`config.mk`:
```
export PLATFORM = sky130hd
export DESIGN_NAME = cpmg_seq_engine
export DESIGN_NICKNAME = d
export VERILOG_FILES = /design/src/rtl/nmr_seq_pkg.sv /design/src/rtl/nmr_interval_counter.sv /design/src/rtl/cpmg_seq_engine.sv
export SDC_FILE = /design/constraint.sdc
export NUM_CORES = 1
export LEC_CHECK = 0
export ABC_AREA = 1
export CAP_MARGIN = 20
export CORE_MARGIN = 5
export CORE_UTILIZATION = 40
export DETAILED_ROUTE_END_ITERATION = 8
export HOLD_SLACK_MARGIN = 0.12
export PLACE_DENSITY = 0.59
export SYNTH_ARGS = -nofsm -noshare
export SYNTH_HDL_FRONTEND = slang
export SYNTH_SLANG_ARGS = --single-unit
```
`constraint.sdc`:
```
create_clock -name PULSEPROG_CLK -period 14.1 [get_ports PULSEPROG_CLK]
set_clock_uncertainty 0.15 [all_clocks]
set_input_delay 2.82 -clock PULSEPROG_CLK [delete_from_list [all_inputs] [get_ports PULSEPROG_CLK]]
set_output_delay 2.82 -clock PULSEPROG_CLK [all_outputs]
set_load 0.03 [all_outputs]
```
`src/rtl/nmr_seq_pkg.sv`:
```
// Shared types and defaults for the CPMG pulse-sequence engine.
package nmr_seq_pkg;

  localparam int CNT_W_DEF   = 32;
  localparam int NPHASE_DEF  = 4;
  localparam int PHASE_W_DEF = 2;
  localparam int ECHO_W_DEF  = 16;

  typedef enum logic [2:0] {
    IDLE      = 3'd0,
    T1_P180   = 3'd1,
    T1_DLY    = 3'd2,
    P90       = 3'd3,
    DLY_NOACQ = 3'd4,
    P180      = 3'd5,
    DLY_ACQ   = 3'd6
  } seq_state_e;

  // Phase-select offset that rotates the RF phase by 180 degrees.
  function automatic int unsigned phase_half_offset(input int unsigned nphase);
    return nphase / 32'd2;
  endfunction

endpackage

```
`src/rtl/nmr_interval_counter.sv`:
```
// Interval down-counter: loads length-1 (length 0 behaves as 1), flags the last cycle.
module nmr_interval_counter #(
  parameter int CNT_W = 32
)(
  input  logic             clk,
  input  logic             reset,
  input  logic             load,
  input  logic [CNT_W-1:0] load_val,
  output logic             tc
);

  localparam logic [CNT_W-1:0] ONE = {{(CNT_W-1){1'b0}}, 1'b1};

  logic [CNT_W-1:0] cnt_r;

  // Count register: load on state entry, then count down and rest at zero.
  always_ff @(posedge clk) begin
    if (reset) begin
      cnt_r <= '0;
    end else if (load) begin
      cnt_r <= (load_val == '0) ? '0 : (load_val - ONE);
    end else if (cnt_r != '0) begin
      cnt_r <= cnt_r - ONE;
    end else begin
      cnt_r <= cnt_r;
    end
  end

  assign tc = (cnt_r == '0);

endmodule

```
`src/rtl/cpmg_seq_engine.sv`:
```
// CPMG sequencer: optional T1 inversion, 90 pulse, N x (180 pulse + acquisition delay),
// with per-pulse RF phase, phase cycling, abort and done pulse. Outputs are registered next-state decodes.
module cpmg_seq_engine
  import nmr_seq_pkg::*;
#(
  parameter int CNT_W   = CNT_W_DEF,
  parameter int NPHASE  = NPHASE_DEF,
  parameter int PHASE_W = PHASE_W_DEF,
  parameter int ECHO_W  = ECHO_W_DEF
)(
  input  logic               PULSEPROG_CLK,
  input  logic               RESET,
  input  logic               START,
  input  logic               ABORT,
  input  logic [CNT_W-1:0]   T1_PULSE180,
  input  logic [CNT_W-1:0]   T1_DELAY,
  input  logic [CNT_W-1:0]   PULSE90,
  input  logic [CNT_W-1:0]   DELAY_NO_ACQ,
  input  logic [CNT_W-1:0]   PULSE180,
  input  logic [CNT_W-1:0]   DELAY_WITH_ACQ,
  input  logic [CNT_W-1:0]   ECHO_PER_SCAN,
  input  logic [CNT_W-1:0]   SAMPLES_PER_ECHO,
  input  logic [CNT_W-1:0]   RX_DELAY,
  input  logic [PHASE_W-1:0] PH90,
  input  logic [PHASE_W-1:0] PH180,
  input  logic               PHASE_CYCLE,
  output logic               FSMSTAT,
  output logic               TX_GATE,
  output logic [PHASE_W-1:0] RF_PHASE,
  output logic               EN_RX,
  output logic               TX_SD,
  output logic               ACQ_WND,
  output logic [ECHO_W-1:0]  ECHO_IDX,
  output logic               DONE
);

  localparam logic [CNT_W-1:0]   ONE     = {{(CNT_W-1){1'b0}}, 1'b1};
  localparam logic [PHASE_W-1:0] PH_HALF = PHASE_W'(phase_half_offset(NPHASE));

  seq_state_e state_r, next_state_s;

  logic [CNT_W-1:0]   t1p_r, t1d_r, p90_r, dna_r, p180_r, dacq_r, echo_n_r, samp_r, rxd_r;
  logic [PHASE_W-1:0] ph90_r, ph180_r;
  logic               pc_r;
  logic [CNT_W-1:0]   t1p_s, t1d_s, p90_s, dna_s, p180_s, dacq_s, echo_n_s, samp_s, rxd_s;
  logic [PHASE_W-1:0] ph90_s, ph180_s;
  logic               pc_s;
  logic               use_live_s;

  logic               fsmstat_r, tx_gate_r, en_rx_r, acq_wnd_r, done_r;
  logic [PHASE_W-1:0] rf_phase_r;
  logic [CNT_W-1:0]   echo_cnt_r, pos_r;

  logic               start_s, done_s, echo_inc_s, more_echo_s, load_s, tc_s, win_s;
  logic [CNT_W-1:0]   next_echo_s, load_val_s, next_pos_s;
  logic [CNT_W:0]     win_end_s;
  logic [PHASE_W-1:0] p180_ph_s;

  // While idle the live inputs feed the first transition; afterwards the latched copies do.
  assign use_live_s = (state_r == IDLE);
  assign t1p_s    = use_live_s ? T1_PULSE180      : t1p_r;
  assign t1d_s    = use_live_s ? T1_DELAY         : t1d_r;
  assign p90_s    = use_live_s ? PULSE90          : p90_r;
  assign dna_s    = use_live_s ? DELAY_NO_ACQ     : dna_r;
  assign p180_s   = use_live_s ? PULSE180         : p180_r;
  assign dacq_s   = use_live_s ? DELAY_WITH_ACQ   : dacq_r;
  assign echo_n_s = use_live_s ? ECHO_PER_SCAN    : echo_n_r;
  assign samp_s   = use_live_s ? SAMPLES_PER_ECHO : samp_r;
  assign rxd_s    = use_live_s ? RX_DELAY         : rxd_r;
  assign ph90_s   = use_live_s ? PH90             : ph90_r;
  assign ph180_s  = use_live_s ? PH180            : ph180_r;
  assign pc_s     = use_live_s ? PHASE_CYCLE      : pc_r;

  assign start_s     = (state_r == IDLE) && START && !ABORT;
  assign more_echo_s = ({1'b0, echo_cnt_r} + {1'b0, ONE}) < {1'b0, echo_n_s};
  assign load_s      = (next_state_s != state_r) && (next_state_s != IDLE);

  // Acquisition window in CNT_W+1 bits so RX_DELAY+SAMPLES cannot wrap.
  assign next_pos_s = (state_r == DLY_ACQ) ? (pos_r + ONE) : '0;
  assign win_end_s  = {1'b0, rxd_s} + {1'b0, samp_s};
  assign win_s      = ({1'b0, next_pos_s} >= {1'b0, rxd_s}) && ({1'b0, next_pos_s} < win_end_s);
  assign p180_ph_s  = (pc_s && next_echo_s[0]) ? (ph180_s + PH_HALF) : ph180_s;

  nmr_interval_counter #(.CNT_W(CNT_W)) u_interval (
    .clk      (PULSEPROG_CLK),
    .reset    (RESET),
    .load     (load_s),
    .load_val (load_val_s),
    .tc       (tc_s)
  );

  // Next-state, completion and echo-advance decode.
  always_comb begin
    next_state_s = state_r;
    done_s       = 1'b0;
    echo_inc_s   = 1'b0;
    if (ABORT) begin
      next_state_s = IDLE;
    end else begin
      case (state_r)
        IDLE: begin
          if (START) next_state_s = (t1p_s != '0) ? T1_P180 : P90;
          else       next_state_s = IDLE;
        end
        T1_P180: next_state_s = tc_s ? T1_DLY    : T1_P180;
        T1_DLY:  next_state_s = tc_s ? P90       : T1_DLY;
        P90:     next_state_s = tc_s ? DLY_NOACQ : P90;
        P180:    next_state_s = tc_s ? DLY_ACQ   : P180;
        DLY_NOACQ: begin
          if (!tc_s) begin
            next_state_s = DLY_NOACQ;
          end else if (echo_n_s == '0) begin
            next_state_s = IDLE;
            done_s       = 1'b1;
          end else begin
            next_state_s = P180;
          end
        end
        DLY_ACQ: begin
          if (!tc_s) begin
            next_state_s = DLY_ACQ;
          end else if (more_echo_s) begin
            next_state_s = P180;
            echo_inc_s   = 1'b1;
          end else begin
            next_state_s = IDLE;
            done_s       = 1'b1;
          end
        end
        default: next_state_s = IDLE;
      endcase
    end
    if (ABORT || start_s) next_echo_s = '0;
    else if (echo_inc_s)  next_echo_s = echo_cnt_r + ONE;
    else                  next_echo_s = echo_cnt_r;
  end

  // Interval length for the state being entered.
  always_comb begin
    load_val_s = '0;
    case (next_state_s)
      T1_P180:   load_val_s = t1p_s;
      T1_DLY:    load_val_s = t1d_s;
      P90:       load_val_s = p90_s;
      DLY_NOACQ: load_val_s = dna_s;
      P180:      load_val_s = p180_s;
      DLY_ACQ:   load_val_s = dacq_s;
      default:   load_val_s = '0;
    endcase
  end

  // Shadow configuration captured when a scan starts.
  always_ff @(posedge PULSEPROG_CLK) begin
    if (RESET) begin
      {t1p_r, t1d_r, p90_r, dna_r, p180_r, dacq_r, echo_n_r, samp_r, rxd_r} <= '0;
      {ph90_r, ph180_r, pc_r} <= '0;
    end else if (start_s) begin
      {t1p_r, t1d_r, p90_r, dna_r, p180_r} <= {T1_PULSE180, T1_DELAY, PULSE90, DELAY_NO_ACQ, PULSE180};
      {dacq_r, echo_n_r, samp_r, rxd_r}    <= {DELAY_WITH_ACQ, ECHO_PER_SCAN, SAMPLES_PER_ECHO, RX_DELAY};
      {ph90_r, ph180_r, pc_r}              <= {PH90, PH180, PHASE_CYCLE};
    end
  end

  // State and registered output decode of the state being entered.
  always_ff @(posedge PULSEPROG_CLK) begin
    if (RESET) begin
      state_r    <= IDLE;
      fsmstat_r  <= 1'b0;
      tx_gate_r  <= 1'b0;
      rf_phase_r <= '0;
      en_rx_r    <= 1'b0;
      acq_wnd_r  <= 1'b0;
      done_r     <= 1'b0;
      echo_cnt_r <= '0;
      pos_r      <= '0;
    end else begin
      state_r    <= next_state_s;
      fsmstat_r  <= (next_state_s != IDLE);
      tx_gate_r  <= (next_state_s == T1_P180) || (next_state_s == P90) || (next_state_s == P180);
      en_rx_r    <= (next_state_s == DLY_ACQ);
      acq_wnd_r  <= (next_state_s == DLY_ACQ) && win_s;
      done_r     <= done_s;
      echo_cnt_r <= next_echo_s;
      pos_r      <= (next_state_s == DLY_ACQ) ? next_pos_s : '0;
      if (ABORT)                                                  rf_phase_r <= '0;
      else if ((next_state_s == T1_P180) || (next_state_s == P90)) rf_phase_r <= ph90_s;
      else if (next_state_s == P180)                               rf_phase_r <= p180_ph_s;
      else                                                         rf_phase_r <= rf_phase_r;
    end
  end

  assign FSMSTAT  = fsmstat_r;
  assign TX_GATE  = tx_gate_r;
  assign RF_PHASE = rf_phase_r;
  assign EN_RX    = en_rx_r;
  assign TX_SD    = en_rx_r;
  assign ACQ_WND  = acq_wnd_r;
  assign ECHO_IDX = echo_cnt_r[ECHO_W-1:0];
  assign DONE     = done_r;

endmodule

```
==> metrics <==
status finished clean; Data required, critical path 14.50 ns; Hold Violations, Final 0; routability congestion estimate 1.022; largest net degree at the start of global routing 260; via/cell ratio between 5 and 6; critical path startpoint state_r[1]$_SDFF_PP0_; Tightest Pin Transition 1.314 ns; register area share after synthesis 0.2969; via count 27.41k; Period minus WS final between 7 and 8 ns; Initial Util 0.4020; final core occ 0.4785; NumNets Final 4920; Max Cap Viol 0; Worst-Skew Late Latency 0.60 ns; DR WL/cell 17.44 microns; count of final max-slew check failures 0; Num CTS Buffers 49; Crit. End Element register; post-route cell area 32020 sq um; final setup vio count 0; worst-path maximum fanout 122; CTS sink count 399; Sequential Area 7988 sq um; post-synth top area share 0.2969; layout cells sized above 1 0.03709; # hold bufs at CTS 0; H-tree depth 2; core area 66920 sq um; WP data arrival 8.09 ns; post-CTS setup buffers 0; setup tns final 0 ns; hpwl dp 71090 microns; Yosys reg bits 399; Multi-input gate area 15330 sq um; Clock Path Buffers 3; Buffers on Ports 320; CTS root buf clkbuf_16; Synth Instances 4339; Die Height 269.3 microns; vias in the first global route 25.09k; # rows 95; top area cells in the synthesized netlist dfxtp_1 30%, nand2_1 11%, o21ai_0 9.6%; initial antenna violation count 5; leading area contributor after synthesis dfxtp_1; initial DRC count between 2k and 2.5k; CTS tree built; Worst path top cell family by delay simple AND/OR/NAND/NOR gates; DRC 0; # diodes 0; GRT Residual Overflow 0; P_leak 0.01433 uW; Peak VDD IR 0.08800 mV; hold_ws 0.2948 ns; Placed Instance Area between 30000 and 40000 sq um; Max Clk Rate 0.1299 GHz; first-pass GRT wire length 144700 microns; Avg Synthesized Cell Area 6.201 sq um; startpoint types register; EDFF count, synth 0; Reg-to-Reg Start state_r[1]$_SDFF_PP0_; Period Utilization, post-route 0.5458; Final Instance Count excl. Fillers 5403; clock-pin slew on the worst setup and hold paths roughly 0.06 ns; Die X 269.3 microns; HP Class register to register; die area 72550 sq um; hold path startpoint dna_r[25]$_SDFFE_PP0P_; GRT Total Usage 0.2473; Crit path top cell by count nand2_1; post-placement cell count 5310; drt pass-1 iters 6; Resize count post-CTS 0; ANT nets after route 0; CP peak stage delay 0.81 ns; area delta synth->final 19.01%; Layout fillers 7059; PwrDens 115.5 nW/um^2; number of buffers and inverters on the critical path 2; Synth Flop Type dfxtp_1; Worst slew margin 0.1238; Netlist Area Pre-Place 26900 sq um; asr flop ratio synth 0; Synthesis Warnings 0; Ports 321; count of cell types in the netlist 56; unrepaired setup endpoints after global routing no; syn_nets 4768; CP Class register to register; Routed WL 94240 microns; crit path max-delay cell type inv_6
-- area by class of cell --
class	instances	share of cell area
Inverter	659	0.07757
Timing Repair Buffer	336	0.1060
Clock buffer	74	0.04720
Sequential cell	399	0.2495
Tap cell	873	0.03411
Multi-Input combinational cell	3046	0.4787
Clock inverter	16	0.006995
-- cells in the mapped netlist, types with 2 or more instances --
library cell  count
nand2_1         789
inv_1           646
nor2_1          625
o21ai_0         518
a21oi_1         453
dfxtp_1         399
clkbuf_1        161
ha_1            131
nand3_1         123
nor3_1           65
nand4_1          58
xor2_1           54
nand3b_1         36
nor4_1           30
buf_4            27
nor2_2           23
xnor2_1          23
o21ai_1          22
buf_2            19
buf_6            17
o21a_1           14
buf_1            11
inv_2            11
o211ai_1          9
a211oi_1          7
nand2_2           7
nor2_4            7
a21o_1            4
a31oi_1           4
nand2_4           4
o31ai_1           4
and2_1            3
and3_1            3
nand3_2           3
or2_2             3
clkinv_1          2
nand3_4           2
o21bai_1          2
o221ai_1          2
o22ai_1           2
-- power breakdown --
| part | internal, uW | total [uW] | leakage, uW | switching, uW |
|---|---|---|---|---|
| sequential | 1220 | 1270 | 0.00327 | 49.2 |
| combinational | 387 | 1060 | 0.0102 | 677 |
| clock | 829 | 1360 | 0.000864 | 530 |
| total | 2440 | 3700 | 0.0143 | 1260 |
-- worst paths after layout --
check                           end  slack (ns)  cells past startpoint
max              ACQ_WND$_SDFF_PP0_        6.40                     31
min          dna_r[25]$_SDFFE_PP0P_        0.29                      2
max reg2reg      ACQ_WND$_SDFF_PP0_        6.40                     31
min reg2reg  dna_r[25]$_SDFFE_PP0P_        0.29                      2
-- worst min-delay path, stage by stage (launching register included) --
cell     delay, ns
dfxtp_1       0.29
inv_1         0.05
a21oi_1       0.05
-- cells in the final DEF (no fill, tap or decap), types with 8 or more instances in the layout --
cell type,netlist,routed
xnor2_1,23,23
ha_1,131,131
o21ai_1,22,22
xor2_1,54,54
nand3_1,123,123
a21oi_1,453,453
nor3_1,65,65
clkinv_2,0,8
nand2_1,789,787
clkbuf_16,0,50
nor2_2,23,23
dfxtp_1,399,399
nor2_1,625,625
nand3b_1,36,36
clkdlybuf4s50_1,0,319
o21a_1,14,14
nand2_2,7,8
nand4_1,58,58
o21ai_0,518,518
nor4_1,30,30
clkbuf_8,0,17
o211ai_1,9,9
buf_4,27,12
inv_1,646,645
inv_2,11,10
-- metal layers --
layer	wire length (microns)	vias to the layer above	share of wire	GRT usage
met5	48	-	0.00051	0
met4	2886	8	0.031	0.07289
met3	5087	150	0.054	0.03947
met2	42680	696	0.45	0.4080
met1	43540	12340	0.46	0.3355
li1	-	14210	-	-
-- stage by stage --
stage               worst slack (ns)  total power [uW]
floorplan                      7.203              2030
global route                   5.538              3922
global placement               5.659              2350
CTS                            6.207              3724
finish                         6.404              3697
detailed placement             5.572              2347
-- logic make-up after synthesis --
group | count (synthesis) | share of synthesized area
and+or+nand+nor | 1787 | 0.2813
buffers and inverters | 894 | 0.1341
adders and majority gates | 132 | 0.06167
AOI/OAI and AO/OA | 1050 | 0.2009
DFF | 399 | 0.2969
xor gates and xnor gates | 77 | 0.02507
-- sequential cells by signal (all words and copies together) (netlist names), 2 cells and up --
register / cells
p180_r: 32
echo_cnt_r: 32
t1p_r: 32
RF_PHASE: 2
rxd_r: 32
dna_r: 32
ph90_r: 2
t1d_r: 32
state_r: 3
dacq_r: 32
p90_r: 32
echo_n_r: 32
u_interval.cnt_r: 32
samp_r: 32
ph180_r: 2
pos_r: 32
Note: power is estimated with default switching activity, not from simulation.
